<file path="config.mk">
export PLATFORM = sky130hd
export DESIGN_NAME = sram_port_arbiter_flat
export DESIGN_NICKNAME = d
export VERILOG_FILES = /design/src/rtl/sram_port_arbiter_pkg.sv /design/src/rtl/sram_port_arbiter_if.sv /design/src/rtl/byte_lane_merge.sv /design/src/rtl/sram_port_arbiter.sv /design/src/flat_wrapper.sv
export SDC_FILE = /design/constraint.sdc
export NUM_CORES = 1
export LEC_CHECK = 0
export BUFFER_PORTS_ARGS = -buffer_cell sky130_fd_sc_hd__buf_2
export CORE_ASPECT_RATIO = 1.1
export CORE_MARGIN = 2
export CORE_UTILIZATION = 50
export DETAILED_ROUTE_END_ITERATION = 8
export PLACE_DENSITY = 0.88
export REMOVE_ABC_BUFFERS = 1
export SYNTH_ARGS = -nofsm -noshare
export SYNTH_HDL_FRONTEND = slang
export SYNTH_SLANG_ARGS = --single-unit
</file>
<file path="constraint.sdc">
create_clock -name clk -period 2 [get_ports clk]
set_input_delay 0.4 -clock clk [delete_from_list [all_inputs] [get_ports clk]]
set_output_delay 0.4 -clock clk [all_outputs]
set_load 0.005 [all_outputs]
</file>
<file path="src/rtl/sram_port_arbiter_pkg.sv">
// Shared types and constants for the SRAM port arbiter slice.
// The arbiter FSM states and requester identities live here so the bench can reuse them.
package sram_port_arbiter_pkg;

  localparam int ARCH       = 32;
  localparam int ARCH_BYTES = ARCH / 8;
  localparam int ADDR_SHIFT = $clog2(ARCH_BYTES);

  typedef enum logic [1:0] {IDLE, RD, RMW_RD, WR} sram_arb_state_e;
  typedef enum logic {PORT_IF, PORT_LSU} sram_port_e;

endpackage

</file>
<file path="src/rtl/sram_port_arbiter_if.sv">
// Bundle of fetch, LSU and SRAM-side signals around the shared sram_4k.
// The slave modport is the arbiter's view; master is the surrounding core plus SRAM.
interface sram_port_arbiter_if
  import sram_port_arbiter_pkg::*;
#(
  parameter int DATA_W = ARCH,
  parameter int ADDR_W = 12
) ();

  logic              if_req_in;
  logic [ADDR_W-1:0] if_addr_in;
  logic              if_gnt_out;
  logic              if_rvalid_out;
  logic [DATA_W-1:0] if_rdata_out;

  logic                lsu_req_in;
  logic                lsu_we_in;
  logic [DATA_W/8-1:0] lsu_be_in;
  logic [ADDR_W-1:0]   lsu_addr_in;
  logic [DATA_W-1:0]   lsu_wdata_in;
  logic                lsu_gnt_out;
  logic                lsu_rvalid_out;
  logic [DATA_W-1:0]   lsu_rdata_out;

  logic [ADDR_W-1:0] sram_addr_a_out;
  logic [DATA_W-1:0] sram_din_a_out;
  logic              sram_we_a_out;
  logic [ADDR_W-1:0] sram_addr_b_out;
  logic [DATA_W-1:0] sram_dout_b_in;

  modport slave (
    input  if_req_in, if_addr_in,
    output if_gnt_out, if_rvalid_out, if_rdata_out,
    input  lsu_req_in, lsu_we_in, lsu_be_in, lsu_addr_in, lsu_wdata_in,
    output lsu_gnt_out, lsu_rvalid_out, lsu_rdata_out,
    output sram_addr_a_out, sram_din_a_out, sram_we_a_out, sram_addr_b_out,
    input  sram_dout_b_in
  );

  modport master (
    output if_req_in, if_addr_in,
    input  if_gnt_out, if_rvalid_out, if_rdata_out,
    output lsu_req_in, lsu_we_in, lsu_be_in, lsu_addr_in, lsu_wdata_in,
    input  lsu_gnt_out, lsu_rvalid_out, lsu_rdata_out,
    input  sram_addr_a_out, sram_din_a_out, sram_we_a_out, sram_addr_b_out,
    output sram_dout_b_in
  );

endinterface

</file>
<file path="src/rtl/byte_lane_merge.sv">
// Combinational byte-lane merge: lanes with be set take the new word, the rest keep the old word.
// Kept separate so it can also serve sram_4k byte enables later.
module byte_lane_merge
  import sram_port_arbiter_pkg::*;
#(
  parameter int DATA_W = ARCH
) (
  input  logic [DATA_W-1:0]   i_oldWord,
  input  logic [DATA_W-1:0]   i_newWord,
  input  logic [DATA_W/8-1:0] i_be,
  output logic [DATA_W-1:0]   o_merged
);

  always_comb begin
    o_merged = i_oldWord;
    for (int i = 0; i < DATA_W / 8; i++) begin
      if (i_be[i]) o_merged[8*i +: 8] = i_newWord[8*i +: 8];
    end
  end

endmodule

</file>
<file path="src/rtl/sram_port_arbiter.sv">
// Round-robin arbiter sharing one sram_4k between instruction fetch and the LSU.
// Partial-byte stores are sequenced as read-modify-write because the SRAM writes whole words.
module sram_port_arbiter
  import sram_port_arbiter_pkg::*;
#(
  parameter int DATA_W = ARCH,
  parameter int ADDR_W = 12
) (
  input logic                 clk,
  input logic                 rst,
  sram_port_arbiter_if.slave  bus
);

  localparam int BE_W = DATA_W / 8;

  sram_arb_state_e   r_state;
  sram_port_e        r_rrPtr;
  sram_port_e        r_txnOwner;
  logic [ADDR_W-1:0] r_txnAddr;
  logic [DATA_W-1:0] r_txnWdata;
  logic [BE_W-1:0]   r_txnBe;
  logic [DATA_W-1:0] r_merge;
  logic [DATA_W-1:0] r_ifRdata;
  logic [DATA_W-1:0] r_lsuRdata;
  logic              r_ifRvalid;
  logic              r_lsuRvalid;

  logic              w_idle;
  logic              w_ifGnt;
  logic              w_lsuGnt;
  logic [DATA_W-1:0] w_mergedWord;

  // Grants only happen in IDLE and never while reset is asserted.
  assign w_idle   = (r_state == IDLE) && !rst;
  assign w_ifGnt  = w_idle && bus.if_req_in  && (!bus.lsu_req_in || r_rrPtr == PORT_IF);
  assign w_lsuGnt = w_idle && bus.lsu_req_in && (!bus.if_req_in  || r_rrPtr == PORT_LSU);

  byte_lane_merge #(.DATA_W(DATA_W)) u_merge (
    .i_oldWord (bus.sram_dout_b_in),
    .i_newWord (r_txnWdata),
    .i_be      (r_txnBe),
    .o_merged  (w_mergedWord)
  );

  always_ff @(posedge clk) begin
    if (rst) begin
      r_state     <= IDLE;
      r_rrPtr     <= PORT_LSU;
      r_txnOwner  <= PORT_IF;
      r_txnAddr   <= '0;
      r_txnWdata  <= '0;
      r_txnBe     <= '0;
      r_merge     <= '0;
      r_ifRdata   <= '0;
      r_lsuRdata  <= '0;
      r_ifRvalid  <= 1'b0;
      r_lsuRvalid <= 1'b0;
    end else begin
      r_ifRvalid  <= 1'b0;
      r_lsuRvalid <= 1'b0;
      case (r_state)
        IDLE: begin
          if (w_ifGnt) begin
            r_rrPtr    <= PORT_LSU;
            r_txnOwner <= PORT_IF;
            r_txnAddr  <= bus.if_addr_in;
            r_state    <= RD;
          end else if (w_lsuGnt) begin
            r_rrPtr    <= PORT_IF;
            r_txnOwner <= PORT_LSU;
            r_txnAddr  <= bus.lsu_addr_in;
            r_txnWdata <= bus.lsu_wdata_in;
            r_txnBe    <= bus.lsu_be_in;
            // A store with no lanes enabled retires at grant with no SRAM access.
            if (!bus.lsu_we_in)        r_state <= RD;
            else if (&bus.lsu_be_in)   r_state <= WR;
            else if (|bus.lsu_be_in)   r_state <= RMW_RD;
            else                       r_state <= IDLE;
          end
        end
        RD: begin
          if (r_txnOwner == PORT_IF) begin
            r_ifRdata  <= bus.sram_dout_b_in;
            r_ifRvalid <= 1'b1;
          end else begin
            r_lsuRdata  <= bus.sram_dout_b_in;
            r_lsuRvalid <= 1'b1;
          end
          r_state <= IDLE;
        end
        RMW_RD: begin
          r_merge <= w_mergedWord;
          r_state <= WR;
        end
        WR:      r_state <= IDLE;
        default: r_state <= IDLE;
      endcase
    end
  end

  assign bus.if_gnt_out      = w_ifGnt;
  assign bus.lsu_gnt_out     = w_lsuGnt;
  assign bus.if_rvalid_out   = r_ifRvalid;
  assign bus.if_rdata_out    = r_ifRdata;
  assign bus.lsu_rvalid_out  = r_lsuRvalid;
  assign bus.lsu_rdata_out   = r_lsuRdata;

  assign bus.sram_addr_a_out = r_txnAddr;
  assign bus.sram_addr_b_out = r_txnAddr;
  assign bus.sram_we_a_out   = (r_state == WR) && !rst;
  assign bus.sram_din_a_out  = (r_state == WR) ? ((&r_txnBe) ? r_txnWdata : r_merge) : '0;

endmodule

</file>
<file path="src/flat_wrapper.sv">
// flat-port wrapper written by rule: the top's interface ports become plain ports
module sram_port_arbiter_flat import sram_port_arbiter_pkg::*;
#(
  parameter int DATA_W = ARCH,
  parameter int ADDR_W = 12
)
  (clk, rst, bus_if_req_in, bus_if_addr_in, bus_if_gnt_out, bus_if_rvalid_out, bus_if_rdata_out, bus_lsu_req_in, bus_lsu_we_in, bus_lsu_be_in, bus_lsu_addr_in, bus_lsu_wdata_in, bus_lsu_gnt_out, bus_lsu_rvalid_out, bus_lsu_rdata_out, bus_sram_addr_a_out, bus_sram_din_a_out, bus_sram_we_a_out, bus_sram_addr_b_out, bus_sram_dout_b_in);
  sram_port_arbiter_if #(.DATA_W(DATA_W), .ADDR_W(ADDR_W)) bus_i ();
  input logic clk;
  input logic rst;
  input wire logic [$bits(bus_i.if_req_in)-1:0] bus_if_req_in;
  input wire logic [$bits(bus_i.if_addr_in)-1:0] bus_if_addr_in;
  output wire logic [$bits(bus_i.if_gnt_out)-1:0] bus_if_gnt_out;
  output wire logic [$bits(bus_i.if_rvalid_out)-1:0] bus_if_rvalid_out;
  output wire logic [$bits(bus_i.if_rdata_out)-1:0] bus_if_rdata_out;
  input wire logic [$bits(bus_i.lsu_req_in)-1:0] bus_lsu_req_in;
  input wire logic [$bits(bus_i.lsu_we_in)-1:0] bus_lsu_we_in;
  input wire logic [$bits(bus_i.lsu_be_in)-1:0] bus_lsu_be_in;
  input wire logic [$bits(bus_i.lsu_addr_in)-1:0] bus_lsu_addr_in;
  input wire logic [$bits(bus_i.lsu_wdata_in)-1:0] bus_lsu_wdata_in;
  output wire logic [$bits(bus_i.lsu_gnt_out)-1:0] bus_lsu_gnt_out;
  output wire logic [$bits(bus_i.lsu_rvalid_out)-1:0] bus_lsu_rvalid_out;
  output wire logic [$bits(bus_i.lsu_rdata_out)-1:0] bus_lsu_rdata_out;
  output wire logic [$bits(bus_i.sram_addr_a_out)-1:0] bus_sram_addr_a_out;
  output wire logic [$bits(bus_i.sram_din_a_out)-1:0] bus_sram_din_a_out;
  output wire logic [$bits(bus_i.sram_we_a_out)-1:0] bus_sram_we_a_out;
  output wire logic [$bits(bus_i.sram_addr_b_out)-1:0] bus_sram_addr_b_out;
  input wire logic [$bits(bus_i.sram_dout_b_in)-1:0] bus_sram_dout_b_in;
  assign bus_i.if_req_in = bus_if_req_in;
  assign bus_i.if_addr_in = bus_if_addr_in;
  assign bus_if_gnt_out = bus_i.if_gnt_out;
  assign bus_if_rvalid_out = bus_i.if_rvalid_out;
  assign bus_if_rdata_out = bus_i.if_rdata_out;
  assign bus_i.lsu_req_in = bus_lsu_req_in;
  assign bus_i.lsu_we_in = bus_lsu_we_in;
  assign bus_i.lsu_be_in = bus_lsu_be_in;
  assign bus_i.lsu_addr_in = bus_lsu_addr_in;
  assign bus_i.lsu_wdata_in = bus_lsu_wdata_in;
  assign bus_lsu_gnt_out = bus_i.lsu_gnt_out;
  assign bus_lsu_rvalid_out = bus_i.lsu_rvalid_out;
  assign bus_lsu_rdata_out = bus_i.lsu_rdata_out;
  assign bus_sram_addr_a_out = bus_i.sram_addr_a_out;
  assign bus_sram_din_a_out = bus_i.sram_din_a_out;
  assign bus_sram_we_a_out = bus_i.sram_we_a_out;
  assign bus_sram_addr_b_out = bus_i.sram_addr_b_out;
  assign bus_i.sram_dout_b_in = bus_sram_dout_b_in;
  sram_port_arbiter #(.DATA_W(DATA_W), .ADDR_W(ADDR_W)) u_core (.clk(clk), .rst(rst), .bus(bus_i));
endmodule
</file>
# Yosys cells after proc, flatten, opt, wreduce, memory -nomap -nowiden

Cells that the tools add are included.

Equality and inequality tests: 4
Bitwise operators: 4
Reductions and logical operators: 22
Muxes and demuxes: 20

Operators by type and width:

| kind                                           | number |
|---|---|
| 2-to-1 mux 32 bit                              | 2 |
| 2-to-1 mux 8 bit                               | 4 |
| 2-to-1 mux 12 bit                              | 2 |
| 2-to-1 mux 2 bit                               | 5 |
| AND reduction 4 bit                            | 2 |
| logical AND 1 bit                              | 6 |
| 2-to-1 mux 1 bit                               | 6 |
| one-hot mux 2 bit (3 select lines)             | 1 |
| AND reduction 2 bit                            | 3 |
| == test 2 bit (second input constant)          | 2 |
| inverter 1 bit                                 | 4 |
| OR reduction 2 bit                             | 2 |
| OR reduction 4 bit                             | 1 |
| zero test 1 bit                                | 3 |
| inequality test 3 bit (second input constant)  | 1 |
| AND reduction 3 bit                            | 1 |
| == test 2 x 1 -> 1 bit (second input constant) | 1 |
| zero test 2 bit                                | 1 |
| logical OR 1 bit                               | 2 |
| nonzero test 2 bit                             | 1 |

Logic and storage cells: 61
Input port bits: 97
Output and inout bits: 125
Register bits: 150

# Depth between registers and ports, before layout

Depth after elaboration: 7
Depth in mapped cells: 7

# Cells and area by module

Synthesis repeated with hierarchy kept, for this count alone.

Cells, all modules: 855
Area, all modules: 6,702.7 um^2

By module, submodules not included:

| module            | area an instance (um^2) | cells an instance | sequential area each (um^2) | instances |
|---|---|---|---|---|
| sram_port_arbiter | 6,177.2                 | 819               | 3,002.9                     | 1 |
| byte_lane_merge   | 525.5                   | 36                | 0.0                         | 1 |

# Worst setup path before layout

OpenSTA, ideal clock, no wires.

Path kind: input-to-output
From: input rst
To: output bus_if_gnt_out
Arrival time: 1.410 ns
Cell stages on the path: 6
Data required time: 1.600 ns
Path buffers: 3
Setup slack: 0.190 ns
Cells stage by stage: clkbuf_1 -> or3_1 -> buf_2 -> or2_1 -> buf_6 -> inv_1

Cells in the longest elaborated chain, start to end: 4

Ends and longest elaborated chain:

| item                           | RTL line                | RTL |
|---|---|---|
| start, declared                | flat_wrapper.sv:10      | `input logic rst;` |
| zero test 1 bit                | sram_port_arbiter.sv:34 | `assign w_idle = (r_state == IDLE) && !rst;` |
| logical AND 1 bit              | sram_port_arbiter.sv:34 |  |
| logical AND 1 bit (2 in a row) | sram_port_arbiter.sv:35 | `assign w_ifGnt = w_idle && bus.if_req_in && (!bus.lsu_req_in \|\| r_rrPtr == PORT_IF);` |
| end, declared                  | flat_wrapper.sv:13      | `output wire logic [$bits(bus_i.if_gnt_out)-1:0] bus_if_gnt_out;` |

No other way between the ends.

# Final worst setup path

From: register u_core.r_state[1]
To: output bus_if_gnt_out

Cells in the longest elaborated chain, start to end: 4

Ends and longest elaborated chain:

| item                           | RTL line                | RTL |
|---|---|---|
| start, declared                | sram_port_arbiter.sv:16 | `sram_arb_state_e r_state;` |
| start signal, assigned         | sram_port_arbiter.sv:47 | `r_state <= IDLE;` |
| start signal, assigned         | sram_port_arbiter.sv:67 | `r_state <= RD;` |
| start signal, assigned         | sram_port_arbiter.sv:75 | `if (!bus.lsu_we_in) r_state <= RD;` |
| zero test 2 bit                | sram_port_arbiter.sv:34 |  |
| logical AND 1 bit              | sram_port_arbiter.sv:34 |  |
| logical AND 1 bit (2 in a row) | sram_port_arbiter.sv:35 |  |

No other way between the ends.

==> out/metrics.cfg <==
[outcome]
status = complete, but fails checks
violations = setup timing

[placement]
place_hpwl_um = 12000
postPlaceCellArea_um2 = 7630
globalplace.congestion = 0.788
port_buffers = 221

[grt]
grt_max_degree = 148
grt_pass1_wl_um = 28300
antenna_found_initial = 0
gr-total-overflow = 0
grt_util_all_layers_pct = 25.9
grt_pass1_vias = 5708

[setup_path]
cpPeakStageDelay_ns = 0.38
critPathCaptureType = output pin
rr_startpoint = u_core.r_state[1]
worstPathCellList = or3_4, or2_1, inv_2, buf_2
crit_type = flop to output pin
worstSetupStartpointType = flop
cp-startpoint = u_core.r_state[1]
cp.arrival_ns = 1.61
crit_fanout = 4
cp_data_required_time_ns = 1.60
slowest_stage = or3_4

[synth]
ys_types = 35
synth.avg_cell_area_um2 = 8.37
synth-seq-cells = 150
syn_inst = 768
syn_area_um2 = 6430
yosysWarnings = 0
yosysSeqAreaShare_pct = 46.7

[route]
route.met3.wl_um = 1100
routed_wl_um = 18900
drt_pass1_iterations = 7
routed-wl-met2_um = 9530
drt_iter0_drc = 496
dr.max_layer_used = met4
post_drt_wl_per_cell_um = 16.6
vias = 6206
wirelength_met1_um = 7760
detail-route-antenna-nets = 0
drc = 0
post_drt_via_cell_ratio = 5.47

[power_and_ir_drop]
p_leak_nw = 3.64
peakVddDrop_v = 0.000807
power_mw = 7.98
power_density_nw_per_um2 = 924

[hold_path]
hp-class = primary input to flop
min_from = bus_lsu_we_in

[clocking]
hold_buffers = 0
cts_tree = built
insertion_delay_ns = 0.43
cts-root-buf = clkbuf_16
cts_buffers = 17
htree_levels = 4
clkTransAtPathRegs_ns = 0.06
clkSinkCount = 150
clock_path_buffers = 2

[floorplanning]
design.die.area_um2 = 13800
fp-row-count = 43
core_um2 = 12600
io_pins = 222
start_util_pct = 51.0
die_x_um = 112
fp.dieH_um = 123

[sta]
report.final.hold_viol_count = 0
fmax_mhz = 497
rsz0062_at_grt = true
drv_slew = 0
worst_slack_ns = -0.0133
maxSlewHeadroom_pct = 32.8
min_period_ns = 2.01
setup_viol = 2
worst_pin_slew_ns = 1.01
finClkSkew_ns = 0.00792
fin_crit_sh_pct = 101

[layout]
nets = 1062
final_cell_mix = buf_2 (220), nand2_1 (176), dfxtp_1 (144)
final_common_cell = buf_2
syn2layout_area_growth_pct = 34.4
fin_area_um2 = 8640
drive_gt1_share_pct = 38.7
fillers = 983
n_antenna_cell = 0

[run]
cap_violations = 0

[registers in the layout (all words and copies together), names as in the netlist]
name,cells
u_core.r_txnWdata,32
u_core.r_rrPtr,1
u_core.r_txnBe,4
u_core.bus.lsu_rdata_out,32
u_core.r_txnOwner,1
u_core.r_merge,32
u_core.bus.sram_addr_a_out,12
u_core.bus.lsu_rvalid_out,1
u_core.bus.if_rdata_out,32
u_core.r_state,2
u_core.bus.if_rvalid_out,1
[path summary, 6_finish.rpt]
path	depth (start not counted)	slack, ns	endpoint
worst max-delay path	4	-0.01	bus_if_gnt_out
worst min-delay path	2	0.18	u_core.r_state[0]
worst max register to register	6	0.26	u_core.bus.if_rdata_out[5]
worst min register to register	2	0.45	u_core.bus.lsu_rdata_out[26]
[layer usage]
layer | global-route usage (%) | up-vias
li1 | - | 3000
met1 | 31.9 | 2923
met2 | 44.9 | 248
met3 | 4.71 | 35
met4 | 11.0 | 0
met5 | 0 | -
[what timing repair did]
| item | CTS | global route |
|---|---|---|
| pin swaps | 2 | 24 |
| buffers inserted | 8 | 1 |
| setup endpoints to repair | 34 | 34 |
| endpoints found under the hold margin | 0 | 0 |
| resized for setup | 20 | 57 |
| cloned | 2 | 1 |
[critical path, delay by kind of cell, from the launching register on]
family / cells / cell delay [ns]
flops: 1 / 0.36
buf+inv: 2 / 0.19
simple gates: 2 / 0.65
[per-stage QoR]
stage / setup WS, ns / TNS [ns] / cells / hold slack (ns) / utilization (%)
final: -0.0133 / -0.0187 / 1135 / 0.179 / 68.6
after global routing: -0.0729 / -1.15 / 1135 / 0.176 / 68.6
after CTS: -0.0141 / -0.0882 / 1134 / 0.162 / 66.9
after detailed placement: 0.220 / 0 / 1092 / 0.444 / 60.6
after global placement: 0.285 / 0 / 1092 / 0.439 / 60.6
after floorplan: -1.04 / -89.93 / 686 / 0.447 / -
[layout make-up]
class	instances	area [um2]	area share (%)
Clock inverter	14	223	2.58
Timing Repair Buffer	260	1530	17.8
Clock buffer	18	439	5.08
Inverter	4	15.0	0.174
Sequential cell	150	3020	34.9
Tap cell	157	196	2.27
Multi-Input combinational cell	532	3210	37.2
[logic make-up after synthesis]
logic type	after synthesis	share of synthesized area (%)
AO/OA/AOI/OAI	159	15.1
buffers and inverters	86	6.17
flip-flops	150	46.7
multiplexers	68	11.3
AND/OR/NAND/NOR	305	20.8
[cells in the mapped netlist (all sizes together)]
cell type	number	area share (%)
or4	1	0.12
nand2	193	11
o31ai	12	1.4
o211ai	1	0.12
dfxtp	150	47
a21bo	1	0.16
buf	29	2.8
or2	1	0.097
nand2b	2	0.19
nor2b	38	3.7
nor3b	2	0.23
a41oi	1	0.14
inv	4	0.23
o31a	1	0.14
a311oi	12	1.6
nor2	34	2.0
a211oi	32	3.7
mux2	36	6.3
nand3b	1	0.12
nand3	1	0.078
a21oi	97	7.6
o21ai	1	0.078
mux2i	32	5.0
a31oi	1	0.097
or3	2	0.19
nand4	13	1.3
clkbuf	53	3.1
and3b	1	0.14
nor3	14	1.1
and4	1	0.14
or3b	1	0.14
[power breakdown]
group / internal, mW / switching, mW / total (mW) / leakage [nW]
combinational: 0.488 / 0.575 / 1.06 / 2.09
clock: 2.26 / 1.30 / 3.56 / 0.318
sequential: 3.21 / 0.143 / 3.35 / 1.23
total: 5.96 / 2.02 / 7.98 / 3.64
(Power assumes the default switching activity.)
